## src/rtl/tseq_pkg.sv

```systemverilog
// Shared types and default constants for the processor test sequencer.
package tseq_pkg;

  localparam int TSEQ_DATA_W       = 32;
  localparam int TSEQ_NUM_REGS     = 32;
  localparam int TSEQ_IDX_W        = 5;
  localparam int TSEQ_RESET_CYCLES = 2;
  localparam int TSEQ_CNT_W        = 16;

  typedef enum logic [2:0] {
    IDLE,
    RST,
    RUN,
    CHECK,
    DONE
  } tseq_state_t;

  typedef struct packed {
    logic                    pass;
    logic [TSEQ_IDX_W:0]     mismatch_count;
    logic [TSEQ_IDX_W-1:0]   fail_idx;
    logic [TSEQ_DATA_W-1:0]  fail_actual;
    logic [TSEQ_DATA_W-1:0]  fail_expected;
  } tseq_result_t;

endpackage

```

## src/rtl/tseq_cycle_counter.sv

```systemverilog
// Loadable down-counter with zero flag, shared by the RST and RUN phases.
module tseq_cycle_counter #(
  parameter int W = 16
) (
  input  logic         clk_i,
  input  logic         rst_i,
  input  logic         load_i,
  input  logic [W-1:0] load_val_i,
  input  logic         en_i,
  output logic         zero_o
);

  logic [W-1:0] cnt_q;
  logic [W-1:0] cnt_d;

  always_comb begin
    cnt_d = cnt_q;
    if (load_i) begin
      cnt_d = load_val_i;
    end else if (en_i && (cnt_q != '0)) begin
      cnt_d = cnt_q - W'(1);
    end
  end

  always_ff @(posedge clk_i or posedge rst_i) begin
    if (rst_i) begin
      cnt_q <= '0;
    end else begin
      cnt_q <= cnt_d;
    end
  end

  assign zero_o = (cnt_q == '0);

endmodule

```

## src/rtl/dut_test_sequencer.sv

```systemverilog
// Run controller: reset, run and freeze the processor, then scan its registers.
// Build with TSEQ_STOP_ON_FAIL_EN to end the scan at the first mismatch.
module dut_test_sequencer
  import tseq_pkg::*;
#(
  parameter int DATA_W       = TSEQ_DATA_W,
  parameter int NUM_REGS     = TSEQ_NUM_REGS,
  parameter int IDX_W        = TSEQ_IDX_W,
  parameter int RESET_CYCLES = TSEQ_RESET_CYCLES,
  parameter int CNT_W        = TSEQ_CNT_W
) (
  input  logic              clk,
  input  logic              reset,
  input  logic              start,
  input  logic [CNT_W-1:0]  run_cycles,
  output logic              dut_reset,
  output logic              dut_clk_en,
  output logic [IDX_W-1:0]  reg_raddr,
  input  logic [DATA_W-1:0] reg_rdata,
  output logic [IDX_W-1:0]  exp_raddr,
  input  logic [DATA_W-1:0] exp_rdata,
  output logic              busy,
  output logic              done,
  output logic              pass,
  output logic [IDX_W:0]    mismatch_count,
  output logic [IDX_W-1:0]  fail_idx,
  output logic [DATA_W-1:0] fail_actual,
  output logic [DATA_W-1:0] fail_expected
);

  localparam logic [IDX_W-1:0] LAST_IDX = IDX_W'(NUM_REGS - 1);
  localparam logic [IDX_W:0]   MM_MAX   = '1;
  localparam int               RST_LD_I =
    (RESET_CYCLES > 0) ? RESET_CYCLES - 1 : 0;
  localparam logic [CNT_W-1:0] RST_LD   = CNT_W'(RST_LD_I);

  tseq_state_t       state_q, state_d;
  logic [IDX_W-1:0]  idx_q, idx_d;
  logic [CNT_W-1:0]  runs_q, runs_d;
  logic [IDX_W:0]    mm_q, mm_d;
  logic [IDX_W-1:0]  fidx_q, fidx_d;
  logic [DATA_W-1:0] fact_q, fact_d;
  logic [DATA_W-1:0] fexp_q, fexp_d;

  logic              cnt_load;
  logic [CNT_W-1:0]  cnt_val;
  logic              cnt_en;
  logic              cnt_zero;
  logic              miss;

  tseq_cycle_counter #(
    .W (CNT_W)
  ) u_cnt (
    .clk_i      (clk),
    .rst_i      (reset),
    .load_i     (cnt_load),
    .load_val_i (cnt_val),
    .en_i       (cnt_en),
    .zero_o     (cnt_zero)
  );

  assign miss = (reg_rdata != exp_rdata);

  always_comb begin
    state_d  = state_q;
    idx_d    = idx_q;
    runs_d   = runs_q;
    mm_d     = mm_q;
    fidx_d   = fidx_q;
    fact_d   = fact_q;
    fexp_d   = fexp_q;
    cnt_load = 1'b0;
    cnt_val  = '0;
    cnt_en   = 1'b0;
    unique case (state_q)
      IDLE, DONE: begin
        if (start) begin
          runs_d   = (run_cycles == '0) ? CNT_W'(1) : run_cycles;
          mm_d     = '0;
          fidx_d   = '0;
          fact_d   = '0;
          fexp_d   = '0;
          idx_d    = '0;
          cnt_load = 1'b1;
          cnt_val  = RST_LD;
          state_d  = RST;
        end
      end
      RST: begin
        if (cnt_zero) begin
          cnt_load = 1'b1;
          cnt_val  = runs_q - CNT_W'(1);
          state_d  = RUN;
        end else begin
          cnt_en = 1'b1;
        end
      end
      RUN: begin
        if (cnt_zero) begin
          idx_d   = IDX_W'(1);
          state_d = CHECK;
        end else begin
          cnt_en = 1'b1;
        end
      end
      CHECK: begin
        if (miss) begin
          if (mm_q != MM_MAX) begin
            mm_d = mm_q + (IDX_W+1)'(1);
          end
          if (mm_q == '0) begin
            fidx_d = idx_q;
            fact_d = reg_rdata;
            fexp_d = exp_rdata;
          end
        end
`ifdef TSEQ_STOP_ON_FAIL_EN
        if (miss || (idx_q == LAST_IDX)) begin
          state_d = DONE;
        end else begin
          idx_d = idx_q + IDX_W'(1);
        end
`else
        if (idx_q == LAST_IDX) begin
          state_d = DONE;
        end else begin
          idx_d = idx_q + IDX_W'(1);
        end
`endif
      end
      default: state_d = IDLE;
    endcase
  end

  always_ff @(posedge clk or posedge reset) begin
    if (reset) begin
      state_q <= IDLE;
      idx_q   <= '0;
      runs_q  <= '0;
      mm_q    <= '0;
      fidx_q  <= '0;
      fact_q  <= '0;
      fexp_q  <= '0;
    end else begin
      state_q <= state_d;
      idx_q   <= idx_d;
      runs_q  <= runs_d;
      mm_q    <= mm_d;
      fidx_q  <= fidx_d;
      fact_q  <= fact_d;
      fexp_q  <= fexp_d;
    end
  end

  assign dut_reset      = (state_q == IDLE) || (state_q == RST);
  assign dut_clk_en     = (state_q == RST) || (state_q == RUN);
  assign busy           = (state_q == RST) || (state_q == RUN) ||
                          (state_q == CHECK);
  assign done           = (state_q == DONE);
  assign pass           = done && (mm_q == '0);
  assign reg_raddr      = idx_q;
  assign exp_raddr      = idx_q;
  assign mismatch_count = mm_q;
  assign fail_idx       = fidx_q;
  assign fail_actual    = fact_q;
  assign fail_expected  = fexp_q;

endmodule

```

## config.mk

```make
export PLATFORM = sky130hd
export DESIGN_NAME = dut_test_sequencer
export DESIGN_NICKNAME = d
export VERILOG_FILES = /design/src/rtl/tseq_pkg.sv /design/src/rtl/tseq_cycle_counter.sv /design/src/rtl/dut_test_sequencer.sv
export SDC_FILE = /design/constraint.sdc
export NUM_CORES = 1
export LEC_CHECK = 0
export BUFFER_PORTS_ARGS = -buffer_cell sky130_fd_sc_hd__buf_2
export CORE_UTILIZATION = 40
export CTS_BUF_LIST = sky130_fd_sc_hd__clkbuf_4 sky130_fd_sc_hd__clkbuf_8
export DETAILED_ROUTE_END_ITERATION = 6
export GPL_TIMING_DRIVEN = 1
export PLACE_DENSITY = 0.74
export SLEW_MARGIN = 20
export SYNTH_ARGS = -nofsm -noshare
export SYNTH_HDL_FRONTEND = slang
export SYNTH_SLANG_ARGS = --single-unit
```

## constraint.sdc

```tcl
create_clock -name clk -period 3.85 [get_ports clk]
set_input_delay 0.385 -clock clk [delete_from_list [all_inputs] [get_ports clk]]
set_output_delay 0.385 -clock clk [all_outputs]
set_load 0.1 [all_outputs]
```

Yosys cells after proc, flatten, opt, wreduce, memory -nomap -nowiden --
Cells that the tools add are included.
Operators by class: eq/ne operators 15, add/sub/neg operators 4, muxes and demuxes 34, reduce and logical (&&, ||, !) cells 20
Operators with widths (number):
- $mux 32 | 5
- $pmux 32 s2 | 2
- $mux 16 | 4
- $logic_not 16->1 | 2
- $ne 32x32->1 | 1
- $pmux 16 s2 | 1
- $sub 16x1->16 const B | 2
- $mux 5 | 5
- $mux 6 | 3
- $ne 2x2->1 const B | 8
- $reduce_and 4->1 | 4
- $reduce_bool 16->1 | 1
- $pmux 5 s3 | 1
- $mux 3 | 4
- $pmux 3 s4 | 1
- $pmux 6 s2 | 1
- $pmux 5 s2 | 1
- $add 6x1->6 const B | 1
- $eq 3x2->1 const B | 2
- $logic_not 6->1 | 1
- $ne 6x6->1 const B | 1
- $add 5x1->5 const B | 1
- $eq 5x5->1 const B | 1
- $mux 1 | 5
- other kinds (10) | 15
Storage, ports and cells: input bits 83, register bits 115

Longest topological paths before layout --
Gate-level depths: netlist (run 1).
depth after elaboration 6, depth in mapped cells 11

Hierarchy --
Synthesis (run 1) repeated with hierarchy kept, for this count alone.
Unflattened totals: cell total of the unflattened synthesis 566, area total of the unflattened synthesis 5781.8 um^2
By module, submodules not included:
- dut_test_sequencer | sequential area each 2477.4 um^2, cells an instance 440, area each 4707.0 um^2, instances 1
- tseq_cycle_counter | sequential area each 400.4 um^2, cells an instance 126, area each 1074.8 um^2, instances 1

Least setup slack after synthesis (run 1) --
OpenSTA, ideal clock, no wires.
path kind flip-flop to flip-flop, start point register state_q[1], end point register u_cnt.cnt_q[14], arrival 2.781 ns, library setup time 0.126 ns, required time 3.724 ns, setup slack 0.943 ns, buffers on the path 3, stages on the path, launching flop included 9, cell sequence dfrtp_1 -> buf_1 -> nor2_1 -> a41o_1 -> buf_4 -> buf_4 -> a21oi_1 -> o21ai_1 -> o31ai_1
On the way: cells in the longest elaborated chain, start to end 5, elaborated cells on any way between the ends 12
Ends and longest elaborated chain:
- from (decl) | RTL line dut_test_sequencer.sv:37 | tseq_state_t state_q, state_d;
- from (signal assigned) | RTL line dut_test_sequencer.sv:145 | state_q <= state_d;
- $eq 3x1->1 or $eq 3x2->1 (tied branches) | RTL line dut_test_sequencer.sv:75 | unique case (state_q)
- $reduce_or 2->1 (no source line)
- $mux 1
- $logic_and 1x1->1 | RTL line tseq_cycle_counter.sv:20 | end else if (en_i && (cnt_q != '0)) begin
- $reduce_bool 2->1 (no source line)
- to (signal assigned) | RTL line tseq_cycle_counter.sv:29 | cnt_q <= cnt_d;
- to (decl) | RTL line tseq_cycle_counter.sv:13 | logic [W-1:0] cnt_q;
Several ways; a longest one is shown, not always the timed one. A chain may end at the register's enable or synchronous reset.

Worst setup path in the final report (run 1) --
start point register state_q[1], end point register fact_q[30], in the netlist fail_actual[30]
On the way: cells in the longest elaborated chain, start to end 4, elaborated cells on any way between the ends 10
Ends and longest elaborated chain:
- $eq 3x3->1 or $logic_not 3->1 (tied branches) | RTL line dut_test_sequencer.sv:75
- $reduce_or 2->1 | RTL line dut_test_sequencer.sv:75
- $ne 2x2->1 (no source line) or $reduce_bool 2->1 (tied branches)
- $reduce_and 4->1 (no source line)
- to (signal assigned) | RTL line dut_test_sequencer.sv:150 | fact_q <= fact_d;
- to (decl) | RTL line dut_test_sequencer.sv:42 | logic [DATA_W-1:0] fact_q, fact_d;
Several ways; a longest one is shown, not always the timed one.

==> results of run 1 <==
## worst max path at each step
stage,start,endpoint
after detailed placement,reg_rdata[0],fail_actual[11]
final,state_q[1],fail_actual[30]
after global placement,reg_rdata[4],fail_idx[2]
after global routing,state_q[1],fail_expected[27]
after CTS,state_q[1],fail_actual[11]
after floorplan,reset,exp_raddr[0]
## metal layers
metal  vias to the layer above  routed length [µm]  global-route usage
li1                       2311                   -                   -
met4                         0                 300             0.09645
met3                        19                1042             0.05827
met1                      2310                6374              0.2678
met5                         -                   0                   0
met2                       178                7299              0.3450
## cells in the final DEF (no fill, tap or decap), types with 5 or more instances in the layout
master / instances
nor3_1: 17
xor2_1: 11
buf_2: 172
a21oi_1: 16
nand3_1: 10
nand4_1: 11
inv_1: 11
a22o_1: 72
nand2_1: 64
o21ai_1: 22
o21ai_0: 10
xnor2_1: 37
clkbuf_8: 18
nor4_1: 13
ha_1: 7
buf_4: 5
dfrtp_1: 115
nor2_1: 36
## synth_stat cells, types with 4 or more instances
cell type  number  area, µm²
dfrtp_1       115       2878
a22o_1         72      630.6
nand2_1        64      240.2
xnor2_1        37      324.1
nor2_1         36      135.1
o21ai_1        22      110.1
nor3_1         18      90.09
a21oi_1        16      80.08
nor4_1         13      81.33
inv_1          12      45.04
buf_2          11      55.05
buf_4          11      82.58
clkbuf_1       11      41.29
nand4_1        11      68.82
xor2_1         11      96.34
nand3_1        10      50.05
o21ai_0        10      50.05
ha_1            7      87.58
and3_1          4      25.02
mux2i_1         4      40.04
## final cells by class
type / count / area, µm²
Multi-Input combinational cell: 385 / 2551
Inverter: 12 / 47.55
Tap cell: 180 / 225.2
Clock buffer: 20 / 262.8
Sequential cell: 115 / 2878
Clock inverter: 12 / 178.9
Antenna cell: 1 / 2.502
Fill cell: 1252 / 6817
Timing Repair Buffer: 178 / 918.4
## through the flow
step	area [µm²]	cells	utilization	hold WS, ns
detailed placement	6620	870	0.4769	0.4853
floorplan	5672	550	-	0.4585
finish	7064	903	0.5089	0.1250
global route	7064	903	0.5089	0.1350
CTS	7062	902	0.5087	0.1238
global placement	6620	870	0.4769	0.4768
## kinds of logic (layout without fill, tap and decap cells)
logic type	Yosys count	after routing	synth area share
simple gates	181	181	0.1571
compound gates	144	144	0.1915
flops	115	115	0.5074
buf+inv	50	222	0.04544
xor+xnor	48	48	0.07412
fa+ha+maj	7	7	0.01544
mux	5	5	0.009045
other cells	0	1	0
## sequential cells by signal (all words and copies together), names as in the netlist
name	flops
runs_q	16
fail_expected	32
u_cnt.cnt_q	16
exp_raddr	5
mismatch_count	6
state_q	3
fail_actual	32
fail_idx	5
==> reports/results.tsv, run 1 <==
stage	metric	value	unit
status	run status	complete, no violations	
worst_setup_path	RR Startpoint	state_q[1]	
timing	final setup margin	0.9632	ns
clock_network	total clock sinks	115	
global_route	initial antenna violation count	1	
worst_setup_path	max incr delay on CP	0.57	ns
timing	setup_tns	0	ns
synthesis	most used flip-flop cell after synthesis	dfrtp_1	
worst_setup_path	R2R cell count	7	
worst_setup_path	Critical Path Source Type	register	
synthesis	Mapped Area	5672	µm²
timing	Final Hold Violating Endpoints	0	
synthesis	Synth Instances	550	
synthesis	EDFF count, synth	0	
run	Max Cap Viol	0	
routing	antenna-violating nets left	0	
worst_setup_path	cell breakdown of the critical path	and3b_1 -> nand3_1 -> nor4_1 -> nand4_1 -> and2_2 -> buf_4 -> a22o_1	
placed_design	port bufs	172	
worst_hold_path	min-delay worst type	in2async	
timing	clock skew	0.01085	ns
timing	Final Slew Violations	0	
global_route	All-Layer GR Usage	0.2142	
worst_setup_path	CP required	4.17	ns
floorplan	die width	121.1	µm
timing	Final Cycle Share	0.7498	
timing	Final Setup Violations	0	
placed_design	dpl hpwl	10950	µm
timing	Max Fclk	346.4	MHz
floorplan	I/O Pins	173	
routing	number of DRC markers in iteration 0	343	
worst_setup_path	CP Data Arrival Time	3.21	ns
worst_setup_path	Slowest-stage cell, CP	dfrtp_1	
clock_network	Clk Latency, worst-skew pair	0.44	ns
routing	Via Count	4818	
finish	share of post-route cells with drive strength above 1	0.3061	
global_route	largest net degree at the start of global routing	69	
worst_setup_path	Crit Reg-Reg Endpoint	fail_actual[30]	
finish	Nets	799	
clock_network	postcts setup bufs	0	
clock_network	CTS Buf Count	17	
synthesis	YS warnings	0	
routing	Via density	5.336	
clock_network	Clock Tree Root	clkbuf_8	
placed_design	DP Worst Slack	0.9769	ns
synthesis	post-synthesis sequential area ratio	0.5074	
synthesis	synthesized net count	640	
timing	Rel. slew slack	0.3480	
finish	synth-to-layout area growth	24.55	%
floorplan	Starting Density	0.4086	
placed_design	Placer Congestion	0.8302	
worst_setup_path	Crit path max-delay family	simple AND/OR/NAND/NOR gates	
clock_network	CTS resizes	0	
worst_setup_path	Critical Path End Type	register	
floorplan	die area	14660	µm²
global_route	number of global-route vias before repair	4656	
routing	DRC viols	0	
clock_network	TritonCTS clock tree	yes	
routing	drt wl/cell	16.63	µm
worst_setup_path	worst path bufs/invs	1	
worst_setup_path	CP Class	reg2reg	
clock_network	hold_buf cts	0	
timing	Slew @ Worst Pin	0.9780	ns
routing	Pre-antenna DRT Iters	6	
synthesis	Cell variety after synth	57	
clock_network	Clock transition at path regs	0.07	ns
synthesis	Synth async-reset ratio	1.000	
synthesis	Mean Syn Cell Area	10.31	µm²
timing	Tmin final	2.887	ns
global_route	global route overflow	0	
worst_setup_path	Levels on crit path	7	
floorplan	core area	13880	µm²
synthesis	flops & latches, synth	115	
floorplan	height of the die	121.1	µm
worst_setup_path	R2R setup slack	0.96	ns
worst_setup_path	Worst Path Max Fanout	68	
floorplan	num rows	43	
clock_network	CTS H-tree depth	4	
routing	final wirelength	15020	µm
clock_network	maximum buffer depth of the clock tree	2	
global_route	first-pass GRT wire length	24020	µm
timing	RSZ-0062 raised after global routing	false	
Power of run 1 is not shown: default switching activity piles up to over one toggle a cycle in this logic, so the estimate is an artifact.
==> inputs of run 2 (changes only) <==
==> constraint.sdc (replaced) <==
create_clock -name clk -period 3 [get_ports clk]
set_input_delay 0.3 -clock clk [delete_from_list [all_inputs] [get_ports clk]]
set_output_delay 0.3 -clock clk [all_outputs]
set_load 0.1 [all_outputs]
==> run 2 against run 1 <==
Non-clock buffer count increased by 4. Via count increased by 2.1%. Routed wire length decreased by 0.29%. Highest routed layer unchanged. Critical endpoint is now u_cnt.cnt_q[8]. Largest cell class unchanged.
==> reports/results.tsv, run 2 (same netlist as run 1, synthesis figures left out) <==
stage	metric	value	unit	change
run	Max Cap Viol	0		unchanged
worst_setup_path	Worst Path Max Fanout	18		-74%
finish	share of post-route cells with drive strength above 1	0.3099		+0.003823
timing	Slew @ Worst Pin	0.7143	ns	-0.2637 ns
floorplan	height of the die	121.1	µm	unchanged
floorplan	die width	121.1	µm	unchanged
global_route	All-Layer GR Usage	0.2086		-0.005597
timing	Max Fclk	392.4	MHz	+13%
finish	most frequent cells in the layout	172 x buf_2, 115 x dfrtp_1, 72 x a22o_1, 64 x nand2_1, 37 x xnor2_1		
clock_network	hold_buf cts	0		unchanged
status	run status	complete, no violations		
timing	Final Cycle Share	0.8494		+0.09963
floorplan	die area	14660	µm²	unchanged
placed_design	dpl hpwl	10790	µm	-1.5%
routing	drt wl/cell	16.53	µm	-0.62%
finish	Final Util	0.5103		+0.001352
clock_network	CTS Buf Count	17		unchanged
worst_setup_path	CP Class	reg2reg		
global_route	gr busiest metal	met2		
routing	Pre-antenna DRT Iters	5		-1
placed_design	port bufs	172		unchanged
timing	Final Slew Violations	0		unchanged
timing	Rel. slew slack	0.5238		+0.1758
worst_setup_path	Critical Path End Type	register		
clock_network	total clock sinks	115		unchanged
routing	antenna-violating nets left	0		unchanged
routing	Via density	5.429		+1.8%
clock_network	CTS resizes	0		unchanged
global_route	initial antenna violation count	0		-1
finish	ANT cells	0		-1
routing	number of DRC markers in iteration 0	389		+13%
global_route	met3 Track Usage GR	0.06297		+0.004699
clock_network	Clock Tree Root	clkbuf_8		
timing	Tmin final	2.548	ns	-0.3385 ns
worst_setup_path	CP Data Arrival Time	2.86	ns	-0.35 ns
clock_network	TritonCTS clock tree	yes		
worst_hold_path	min-delay worst type	in2async		
worst_setup_path	R2R setup slack	0.45	ns	-0.51 ns
worst_setup_path	CP required	3.31	ns	-0.86 ns
timing	RSZ-0062 raised after global routing	false		
global_route	number of global-route vias before repair	4548		-2.3%
timing	Hold Slack	0.01366	ns	-0.1113 ns
global_route	global route overflow	0		unchanged
floorplan	core area	13880	µm²	unchanged
global_route	met2 usage	0.3504		+0.005357
global_route	largest net degree at the start of global routing	116		+68%
timing	Final Hold Violating Endpoints	0		unchanged
floorplan	Starting Density	0.4086		unchanged
worst_setup_path	Critical Path Source Type	register		
timing	setup_tns	0	ns	unchanged
floorplan	num rows	43		unchanged
clock_network	postcts setup bufs	0		unchanged
timing	Final Setup Violations	0		unchanged
clock_network	maximum buffer depth of the clock tree	2		unchanged
placed_design	Placer Congestion	0.8445		+1.7%
timing	clock skew	0.01421	ns	+0.003365 ns
floorplan	I/O Pins	173		unchanged
clock_network	CTS H-tree depth	4		unchanged
routing	Via Count	4919		+2.1%
routing	final wirelength	14970	µm	-0.29%
finish	Nets	803		+0.50%
global_route	first-pass GRT wire length	23410	µm	-2.5%
global_route	M1 GR Usage	0.2576		-0.01025
finish	synth-to-layout area growth	24.88	%	
routing	DRC viols	0		unchanged
clock_network	Clk Latency, worst-skew pair	0.44	ns	about the same
finish	commonest non-fill, non-tap cell in the layout	buf_2		
clock_network	Clock transition at path regs	0.07	ns	about the same
[run 2: cell count changes in the layout (fill, tap and decap cells not counted)]
| cell | change |
|---|---|
| buf_12 | +1 |
| inv_4 | -1 |
| diode_2 | -1 |
| bufinv_16 | -1 |
| buf_4 | +3 |
| clkinvlp_4 | +2 |
[run 2: layer usage]
metal	vias to the layer above	wire, µm
li1	2322	-
met1	2370	6227
met2	208	7398
met3	19	1127
met4	0	220
met5	-	0
[run 2: cell type report]
class	instances	area (µm²)
Clock inverter	12	156.4
Clock buffer	20	262.8
Multi-Input combinational cell	385	2551
Fill cell	1293	6798
Tap cell	180	225.2
Sequential cell	115	2878
Timing Repair Buffer	182	960.9
Inverter	12	48.80
[run 2: final timing paths]
path	from	to	depth (start not counted)
max	u_cnt.cnt_q[7]	u_cnt.cnt_q[8]	5
min in group clk	run_cycles[10]	runs_q[10]	3
min reg2reg	fail_idx[0]	fail_idx[0]	1
max in group asynchronous	reset	u_cnt.cnt_q[8]	3
min	reset	fail_expected[26]	3
max reg2reg	u_cnt.cnt_q[7]	u_cnt.cnt_q[8]	5
[run 2: metrics by stage]
step,instances,instance area [µm²],worst slack [ns]
after CTS,906,7083,0.4708
after detailed placement,874,6664,0.4660
after floorplan,550,5675,0.09328
after global placement,874,6664,0.5501
final,906,7083,0.4517
after global routing,906,7083,0.3083
[run 2: worst max-delay path, cell delays in order (launching register included)]
cell     delay [ns]
dfrtp_1        0.45
or4_4          0.59
nor4b_4        0.36
a41o_1         0.62
o21ai_1        0.16
a22o_1         0.25
Power of run 2 is left out for the same reason.
